$ cat src/rtl/rob_walk_ctrl.sv
// rtl/rob_walk_ctrl.sv - ROB squash walker: emits up to two squashed entries per cycle, youngest first, then reloads the tail.
module rob_walk_ctrl #(
   parameter int ROB_SIZE     = 64,
   parameter int ROB_SIZE_LOG = 6
) (
   input  logic                    clock,
   input  logic                    reset,
   input  logic                    redirect_valid,
   input  logic                    redirect_robflag,
   input  logic [ROB_SIZE_LOG-1:0] redirect_robidx,
   input  logic                    rob_enq_flag,
   input  logic [ROB_SIZE_LOG-1:0] rob_enq_idx,
   output logic                    walk0_valid,
   output logic [ROB_SIZE_LOG-1:0] walk0_robidx,
   output logic                    walk1_valid,
   output logic [ROB_SIZE_LOG-1:0] walk1_robidx,
   output logic                    walk_busy,
   output logic                    tail_set_valid,
   output logic                    tail_set_flag,
   output logic [ROB_SIZE_LOG-1:0] tail_set_idx
);

   localparam int W  = ROB_SIZE_LOG;
   localparam int PW = ROB_SIZE_LOG + 1;

   typedef enum logic [1:0] {
      S_IDLE = 2'd0,
      S_WALK = 2'd1,
      S_DONE = 2'd2
   } state_t;

   state_t        state_q, state_d;
   logic [PW-1:0] ptr_q, ptr_d;
   logic [PW-1:0] tgt_q, tgt_d;
   logic [PW-1:0] rem_q, rem_d;

   logic [PW-1:0] redir_ptr;
   logic [PW-1:0] enq_last;
   logic [PW-1:0] walk_n;
   logic [PW-1:0] ptr_walked;
   logic [PW-1:0] rem_walked;
   logic [PW-1:0] rem_nested;
   logic [PW-1:0] tail_ptr;
   logic          walk0, walk1;
   logic          redir_older;
   logic          redir_take;

   assign redir_ptr = {redirect_robflag, redirect_robidx};
   assign enq_last  = {rob_enq_flag, rob_enq_idx} - PW'(1);

   assign walk0 = (state_q == S_WALK) && (rem_q != '0);
   assign walk1 = (state_q == S_WALK) && (rem_q >= PW'(2));

   assign walk_n     = walk1 ? PW'(2) : (walk0 ? PW'(1) : '0);
   assign ptr_walked = ptr_q - walk_n;
   assign rem_walked = rem_q - walk_n;

   // With differing wrap flags the older entry sits at the higher index.
   assign redir_older = (redirect_robflag == tgt_q[W]) ? (redirect_robidx < tgt_q[W-1:0])
                                                       : (redirect_robidx > tgt_q[W-1:0]);
   assign redir_take  = redirect_valid && (state_q != S_IDLE) && redir_older;
   assign rem_nested  = ((state_q == S_WALK) ? ptr_walked : ptr_q) - redir_ptr;

   always_comb begin
      state_d = state_q;
      ptr_d   = ptr_q;
      tgt_d   = tgt_q;
      rem_d   = rem_q;
      case (state_q)
         S_IDLE: begin
            if (redirect_valid) begin
               tgt_d   = redir_ptr;
               ptr_d   = enq_last;
               rem_d   = enq_last - redir_ptr;
               state_d = ((enq_last - redir_ptr) != '0) ? S_WALK : S_DONE;
            end
         end
         S_WALK: begin
            ptr_d = ptr_walked;
            if (redir_take) begin
               tgt_d   = redir_ptr;
               rem_d   = rem_nested;
               state_d = (rem_nested != '0) ? S_WALK : S_DONE;
            end else begin
               rem_d   = rem_walked;
               state_d = (rem_walked != '0) ? S_WALK : S_DONE;
            end
         end
         S_DONE: begin
            if (redir_take) begin
               tgt_d   = redir_ptr;
               rem_d   = rem_nested;
               state_d = (rem_nested != '0) ? S_WALK : S_DONE;
            end else begin
               state_d = S_IDLE;
            end
         end
         default: state_d = S_IDLE;
      endcase
   end

   always_ff @(posedge clock or posedge reset) begin
      if (reset) begin
         state_q <= S_IDLE;
         ptr_q   <= '0;
         tgt_q   <= '0;
         rem_q   <= '0;
      end else begin
         state_q <= state_d;
         ptr_q   <= ptr_d;
         tgt_q   <= tgt_d;
         rem_q   <= rem_d;
      end
   end

   assign tail_ptr = tgt_q + PW'(1);

   assign walk0_valid  = walk0;
   assign walk0_robidx = walk0 ? ptr_q[W-1:0] : '0;
   assign walk1_valid  = walk1;
   assign walk1_robidx = !walk1 ? '0 :
                         (ptr_q[W-1:0] == '0) ? W'(ROB_SIZE - 1) : (ptr_q[W-1:0] - W'(1));

   assign walk_busy      = (state_q != S_IDLE);
   // A nested redirect landing in DONE restarts the walk, so the old tail must not load.
   assign tail_set_valid = (state_q == S_DONE) && !redir_take;
   assign tail_set_flag  = (state_q == S_DONE) ? tail_ptr[W] : 1'b0;
   assign tail_set_idx   = (state_q == S_DONE) ? tail_ptr[W-1:0] : '0;

endmodule
$ cat config.mk
export PLATFORM = sky130hd
export DESIGN_NAME = rob_walk_ctrl
export DESIGN_NICKNAME = d
export VERILOG_FILES = /design/src/rtl/rob_walk_ctrl.sv
export SDC_FILE = /design/constraint.sdc
export NUM_CORES = 1
export LEC_CHECK = 0
export CAP_MARGIN = 10
export CORE_MARGIN = 2
export CORE_UTILIZATION = 30
export DETAILED_ROUTE_END_ITERATION = 10
export PLACE_DENSITY = 0.47
export SYNTH_ARGS = -nofsm -noshare
export SYNTH_HDL_FRONTEND = slang
export SYNTH_SLANG_ARGS = --single-unit
$ cat constraint.sdc
create_clock -name clock -period 4.7 [get_ports clock]
set_input_delay 0.94 -clock clock [delete_from_list [all_inputs] [get_ports clock]]
set_output_delay 0.94 -clock clock [all_outputs]
set_load 0.05 [all_outputs]
==> Word level (Yosys, flattened, before mapping) <==
Index checks and enable logic that the tools add are counted.
{ "word_totals": {"reg_bits": 23, "inputBits": 17, "output_inout_bits": 23, "wordCells": 65} }
{ "classes": {"addsub": 7, "n_lt_le_gt_ge": 3, "eq_ne": 6, "mux": 25, "n_reduce_logical": 20} }
{ "ops": {"columns": ["cell", "count"], "rows": [
  ["two-way mux 7 bit", 7],
  ["case mux 7 bit (2 select lines)", 2],
  ["nonzero test 7 bit", 4],
  ["two-way mux 6 bit", 4],
  ["case mux 7 bit (3 select lines)", 1],
  ["two-way mux 2 bit", 7],
  ["subtractor 7 x 2 -> 7 bit", 2],
  ["subtractor 7 bit", 2],
  ["adder 7 x 1 -> 7 bit, second input constant", 1],
  ["greater-or-equal comparator 7 x 2 -> 1 bit, second input constant", 1],
  ["subtractor 7 x 1 -> 7 bit, second input constant", 1],
  ["greater-than comparator 6 bit", 1],
  ["logical NOT 6 bit", 1],
  ["< comparator 6 bit", 1],
  ["case mux 2 bit (3 select lines)", 1],
  ["AND reduction 3 bit", 2],
  ["nonzero test 2 bit", 3],
  ["subtractor 6 x 1 -> 6 bit, second input constant", 1],
  ["logical AND 1 bit", 5],
  ["inequality test 2 bit, second input constant", 2],
  ["two-way mux 1 bit", 3],
  ["nonzero test 3 bit", 1],
  ["== test 2 x 1 -> 1 bit, second input constant", 1],
  ["== test 2 bit, second input constant", 1],
  ["6 further kinds", 6]
]} }

==> Depth between registers and ports, before layout <==
Gate-level depths: netlist of run 1.
{ "depth": {"word_depth": 11, "ltp_mapped": 19, "mapped_depth_nobuf": 18} }

==> Least setup slack after synthesis of run 1 <==
Ideal clock, no wire load.
{ "synth_timing": {"kind": "register -> register", "startpoint": "register rem_q[4]", "endpoint": "register state_q[1]", "setup_time_ps": 80, "arrival_time_ps": 4022, "required_ps": 4620, "slack_ps": 598, "path_stages_with_launch": 18, "n_path_buf": 0, "period_less_slack_ps": 4102, "path_cell_list": "dfrtp_1 > or3_1 > or4_1 > nor3_1 > ha_1 > inv_1 > fa_1 > nand2_1 > o21ai_0 > inv_1 > fa_1 > nor2b_1 > o22ai_1 > xnor2_1 > nor4_1 > nand2_1 > or4_1 > o211ai_2"} }
{ "synth_between": {"elab_chain_len": 11, "elab_cells_between_ends": 17, "cone_classes": "add/sub: 3; order compare: 1; mux: 8; reduce/logical: 5"} }
{ "synth_rtl": {"columns": ["item", "line", "rtl"], "rows": [
  ["start: declaration", "35", "logic [PW-1:0] rem_q, rem_d;"],
  ["start signal: assignment", "112", "rem_q <= rem_d;"],
  ["branches (longest 10 deep; another with greater-or-equal comparator 7 x 2 -> 1 bit)", null, null],
  ["case mux 2 bit (3 select lines) *", "69", "case (state_q)"],
  ["end signal: assignment", "109", "state_q <= state_d;"],
  ["end: declaration", "32", "state_t state_q, state_d;"]
]} }
Mark *: on every way between the ends.
A chain may end at the register's enable or synchronous reset.

==> Worst setup path after layout of run 1 <==
Same ends and word-level chain as after synthesis.

==> impl_metrics.yaml, run 1 <==
outcome:
  outcome: "finished, final reports clean"
sta:
  min_period_over_period_pct: 94.9
  finalSetupTns_ps: 0
  rsz0062_at_grt: "no"
  drv_slew: 0
  min_period_ps: 4460
  maxSlewHeadroom_pct: 32.1
  skew_ps: 13.6
  finalHoldViolations: 0
  worstMarginPinSlew_ps: 1020
  setup_viol: 0
  max_freq_mhz: 224
placement:
  portBuffers: 39
  place_congestion: 0.847
  hpwl_mm: 6.01
  dp.cells: 498
die:
  start_util_pct: 30.7
  die_y_um: 101
  die_w_um: 101
  num_rows: 35
  ios: 40
  core_area_um2: 9150
  die_area_um2: 10200
job:
  drv_cap: 0
clock_network:
  cts.sinks: 23
  cts_tree: "built"
  cts_buffers: 3
  h-tree-depth: 1
  root_buffer: "clkbuf_8"
  clk_latency_ps: 280
  clkTransAtPathRegs_ps: 110
  clock_path_buffers: 2
detailed_routing:
  drt-total-wl_mm: 7.54
  vias: 2528
  drt-pass1-iter-count: 4
  vias_per_cell: 5.04
  drtIter0Drc: 134
  ant_nets: 0
  drc: 0
  avgRoutedWirePerCell_um: 15.0
final_layout:
  drive_gt1_share_pct: 6.39
  areaGrowthSynthToFinish_pct: 20.2
  seq_area_um2: 576
  n_antenna_cell: 0
  nets: 442
  multi_input_area_um2: 2080
  final_cells: 502
  num-fill-cells: 957
global_route:
  grt.overflow.total: 0
  grt_pass1_wl_mm: 12.3
  grt_pass1_vias: 2374
  grtUsageTotal_pct: 15.4
  antenna_found_initial: 0
  grt_max_degree: 24
setup_path:
  cp.arrival_ps: 4670
  startpoint_type: "flop"
  crit_fanout: 5
  crit_type: "reg2reg"
  critical_path.endpoint_type: "flop"
  cp.required_ps: 4910
yosys:
  ys_types: 58
  avgSynthCellArea_um2: 7.90
  synth_ff_type: "dfrtp_1"
  ys_ff_latch: 23
  synth_cells: 356
  synth_edf_count: 0
  syn-cell-area_um2: 2810
  ys_seq_area_share_pct: 20.5
  synth_nets: 406
  ys_async_sr_fraction_pct: 100
  yosysWarnings: 0
hold_path:
  hold_class: "reg2reg"
-- layer usage --
metal | vias up | track usage, % | wire length, um | part of all wire (%)
met3 | 6 | 1.94 | 154 | 2.0
li1 | 1311 | - | - | -
met5 | - | 0 | 0 | 0
met1 | 1179 | 22.0 | 3840 | 51
met2 | 32 | 24.7 | 3460 | 46
met4 | 0 | 3.16 | 85 | 1.1
-- cells by family after synthesis --
family	synth area share, %
AOI/OAI and AO/OA	18.0
muxes	3.78
xor gates and xnor gates	11.4
buffers and inverters	6.27
adders and majority gates	15.7
DFF	20.5
and+or+nand+nor	24.3
-- stage by stage --
stage / worst slack, ps / hold WS, ps / utilization [%] / cell area [um2]
after CTS: 168 / 498 / 36.7 / 3360
after detailed placement: 202 / 476 / 36.2 / 3310
after global routing: 25.4 / 546 / 36.9 / 3380
final: 240 / 489 / 36.9 / 3380
after global placement: 298 / 464 / 36.2 / 3310
after floorplan: 598 / 450 / - / 2810
-- cell usage in the layout, fill, tap and decap left out, drive strengths merged, types with 2 or more instances in the layout --
master,n
inv,30
nand2,36
nor2,28
o2111ai,2
nand4,2
a31oi,8
nor3,13
clkdlybuf4s50,38
mux2,2
and2,13
a21oi,21
xor2,14
o21ai,19
buf,6
ha,29
dfrtp,23
a211oi,3
or4,4
xnor2,20
o211ai,6
mux2i,8
nor2b,4
or3,5
clkbuf,3
nand2b,12
or2,3
nand3,7
fa,4
o22ai,4
-- registers in the layout, summed over array words and instances, names as in the netlist --
register / cells
ptr_q: 7
rem_q: 7
state_q: 2
tgt_q: 7
-- timing repair --
action                                  CTS  global route
gates resized for setup                   0             4
endpoints found under the setup margin    0             1
setup buffers                             0             0
hold buffers                              0             0
endpoints found under the hold margin     0             0
-- final cells by class --
class,count,area share [%]
sequential,23,17.0
clock inverter,1,0.148
multi-input combinational,290,61.6
tap,111,4.11
inverter,30,3.33
clock buffer,3,1.22
timing repair buffer,44,12.6
-- cells in the mapped netlist, types with 3 or more instances --
cell type | n | area, um2
or3_1 | 5 | 31.3
mux2i_1 | 8 | 80.1
a21oi_1 | 20 | 100
xnor2_1 | 20 | 175
nand2_1 | 35 | 131
inv_1 | 30 | 113
nor2_1 | 28 | 105
o22ai_1 | 4 | 25.0
nand2b_1 | 12 | 75.1
nor3_1 | 13 | 65.1
clkbuf_1 | 11 | 41.3
or4_1 | 3 | 22.5
nor2b_1 | 4 | 25.0
ha_1 | 29 | 363
dfrtp_1 | 23 | 576
fa_1 | 4 | 80.1
xor2_1 | 14 | 123
a31oi_1 | 7 | 43.8
or2_2 | 3 | 18.8
and2_1 | 13 | 81.3
o21ai_0 | 17 | 85.1
nand3_1 | 7 | 35.0
a211oi_1 | 3 | 22.5
o211ai_1 | 5 | 37.5
-- path summary, 6_finish.rpt --
path	from	end	slack, ps	cells after the start
hold reg to reg	tgt_q[5]	tgt_q[5]	490	2
max in group asynchronous	reset	ptr_q[0]	2870	2
setup reg to reg	rem_q[4]	state_q[1]	240	17
hold / removal	tgt_q[5]	tgt_q[5]	490	2
setup / recovery	rem_q[4]	state_q[1]	240	17
min in group asynchronous	reset	state_q[0]	1190	2
-- critical path, stage by stage, from the launching register on --
cell	delay, ps
dfrtp_1	440
or3_1	420
or4_4	480
nor3_4	220
ha_1	180
inv_1	60
fa_1	500
nand2_1	50
o21ai_0	110
inv_1	90
fa_1	430
nor2b_1	160
o221ai_1	140
a21oi_1	210
xnor2_1	190
nand2_1	140
or4_1	500
o211ai_2	70
Power of run 1 is left out: the tool's default activity adds up to more than one toggle a clock period on the data nets, which glitch-free logic cannot reach.
==> inputs of run 2 (changes only) <==
==> constraint.sdc (replaced) <==
create_clock -name clock -period 5.1 [get_ports clock]
set_input_delay 1.02 -clock clock [delete_from_list [all_inputs] [get_ports clock]]
set_output_delay 1.02 -clock clock [all_outputs]
set_load 0.005 [all_outputs]
==> run 2 against run 1 <==
Net effect: count of clock-buffer cells in the layout grew 1; clock skew shrank 11 ps; hold slack gained 4.1 ps; die area is the same; largest cell class unchanged; highest routed layer unchanged.
==> impl_metrics.yaml, run 2 (synthesis gave the netlist of run 1 again) <==
placement:
  portBuffers: 39
  place_congestion: 0.765
  dp.cells: 498
  hpwl_mm: 6.03
sta:
  finalSetupTns_ps: 0
  rsz0062_at_grt: "no"
  hold_ws_ps: 493
  skew_ps: 2.28
  min_period_ps: 4540
  worstMarginPinSlew_ps: 1010
  maxSlewHeadroom_pct: 32.7
  min_period_over_period_pct: 89.0
  setup_viol: 0
  drv_slew: 0
  max_freq_mhz: 220
  finalHoldViolations: 0
detailed_routing:
  avgRoutedWirePerCell_um: 14.9
  ant_nets: 0
  vias: 2551
  drt-total-wl_mm: 7.50
  drtIter0Drc: 129
  vias_per_cell: 5.08
  drt-pass1-iter-count: 4
  drc: 0
final_layout:
  reg_top3: "ptr_q: 7 flops, rem_q: 7 flops, tgt_q: 7 flops"
  final_cell_mix: "clkdlybuf4s50_1 (39), nand2_1 (35), inv_1 (30)"
  final_common_cell: "clkdlybuf4s50_1"
  n_antenna_cell: 0
  drive_gt1_share_pct: 5.12
  areaGrowthSynthToFinish_pct: 19.5
  nets: 442
  final_cells: 502
global_route:
  grtUsageTotal_pct: 15.5
  grt.overflow.total: 0
  grt_pass1_wl_mm: 12.6
  grt_max_degree: 24
  grt_pass1_vias: 2428
  antenna_found_initial: 0
clock_network:
  clock_path_buffers: 2
  cts-resized-gates: 0
  clk_latency_ps: 270
  cts_buffers: 3
  root_buffer: "clkbuf_8"
  cts_tree: "built"
  holdBufCountCts: 0
  post-cts-setup-buffers: 0
  h-tree-depth: 1
  cts.sinks: 23
  clkTransAtPathRegs_ps: 100
die:
  ios: 40
  start_util_pct: 30.7
  die_y_um: 101
  core_area_um2: 9150
  die_w_um: 101
  die_area_um2: 10200
  num_rows: 35
outcome:
  outcome: "finished, final reports clean"
setup_path:
  crit_type: "reg2reg"
  critical_path.endpoint_type: "flop"
  cp.required_ps: 5300
  startpoint_type: "flop"
  cp.arrival_ps: 4740
  crit_fanout: 5
hold_path:
  hold_class: "reg2reg"
power:
  peakVddDrop_v: 0.000185
  leakagePower_nw: 1.41
  pwr_density_cell_nw_per_um2: 655
job:
  drv_cap: 0
-- run 2: path summary, 6_finish.rpt --
check	startpoint	endpoint	slack, ps	cells after the start
setup / recovery	rem_q[4]	state_q[1]	560	16
hold / removal	tgt_q[5]	tgt_q[5]	490	2
setup reg to reg	rem_q[4]	state_q[1]	560	16
hold reg to reg	tgt_q[5]	tgt_q[5]	490	2
max in group asynchronous	reset	ptr_q[6]	3210	2
min in group asynchronous	reset	tgt_q[0]	1280	2
-- run 2: final cells by class --
class                           count  area, um2
Clock buffer                        4       45.0
Fill cell                         964       5790
Inverter                           30        113
Timing Repair Buffer               44        428
Multi-Input combinational cell    290       2060
Sequential cell                    23        576
Tap cell                          111        139
-- run 2: where the power goes --
group	leakage [nW]	total, mW	internal, mW	switching (mW)
combinational	1.12	1.66	0.773	0.889
clock	0.0228	0.126	0.0561	0.0700
sequential	0.271	0.415	0.280	0.135
total	1.41	2.20	1.11	1.09
-- run 2: per-stage QoR --
step	power, mW	util, %	worst slack, ps	area, um2
finish	2.20	36.7	563	3360
floorplan	1.58	-	998	2810
global route	2.44	36.7	165	3360
CTS	2.22	36.7	563	3360
detailed placement	2.08	36.2	589	3320
global placement	2.08	36.2	625	3320
-- run 2: metal layers --
metal	share of wire (%)	track usage (%)	vias to the layer above
met3	1.8	1.87	6
met1	50	22.3	1197
met4	0.93	2.32	0
li1	-	-	1310
met5	0	0	-
met2	47	25.5	38
-- run 2: critical path, cell delays in order (launching register included) --
cell and delay, ps:
dfrtp_1 440, or3_1 410, or4_1 470, nor3_1 270
ha_1 200, inv_1 60, fa_1 420, nand2b_1 200
xnor2_1 140, ha_1 230, or2_2 320, o221ai_1 170
a21oi_1 110, xnor2_1 290, nand2_1 140, or4_1 500
o211ai_2 70
Power figures use the tool's default switching activity.
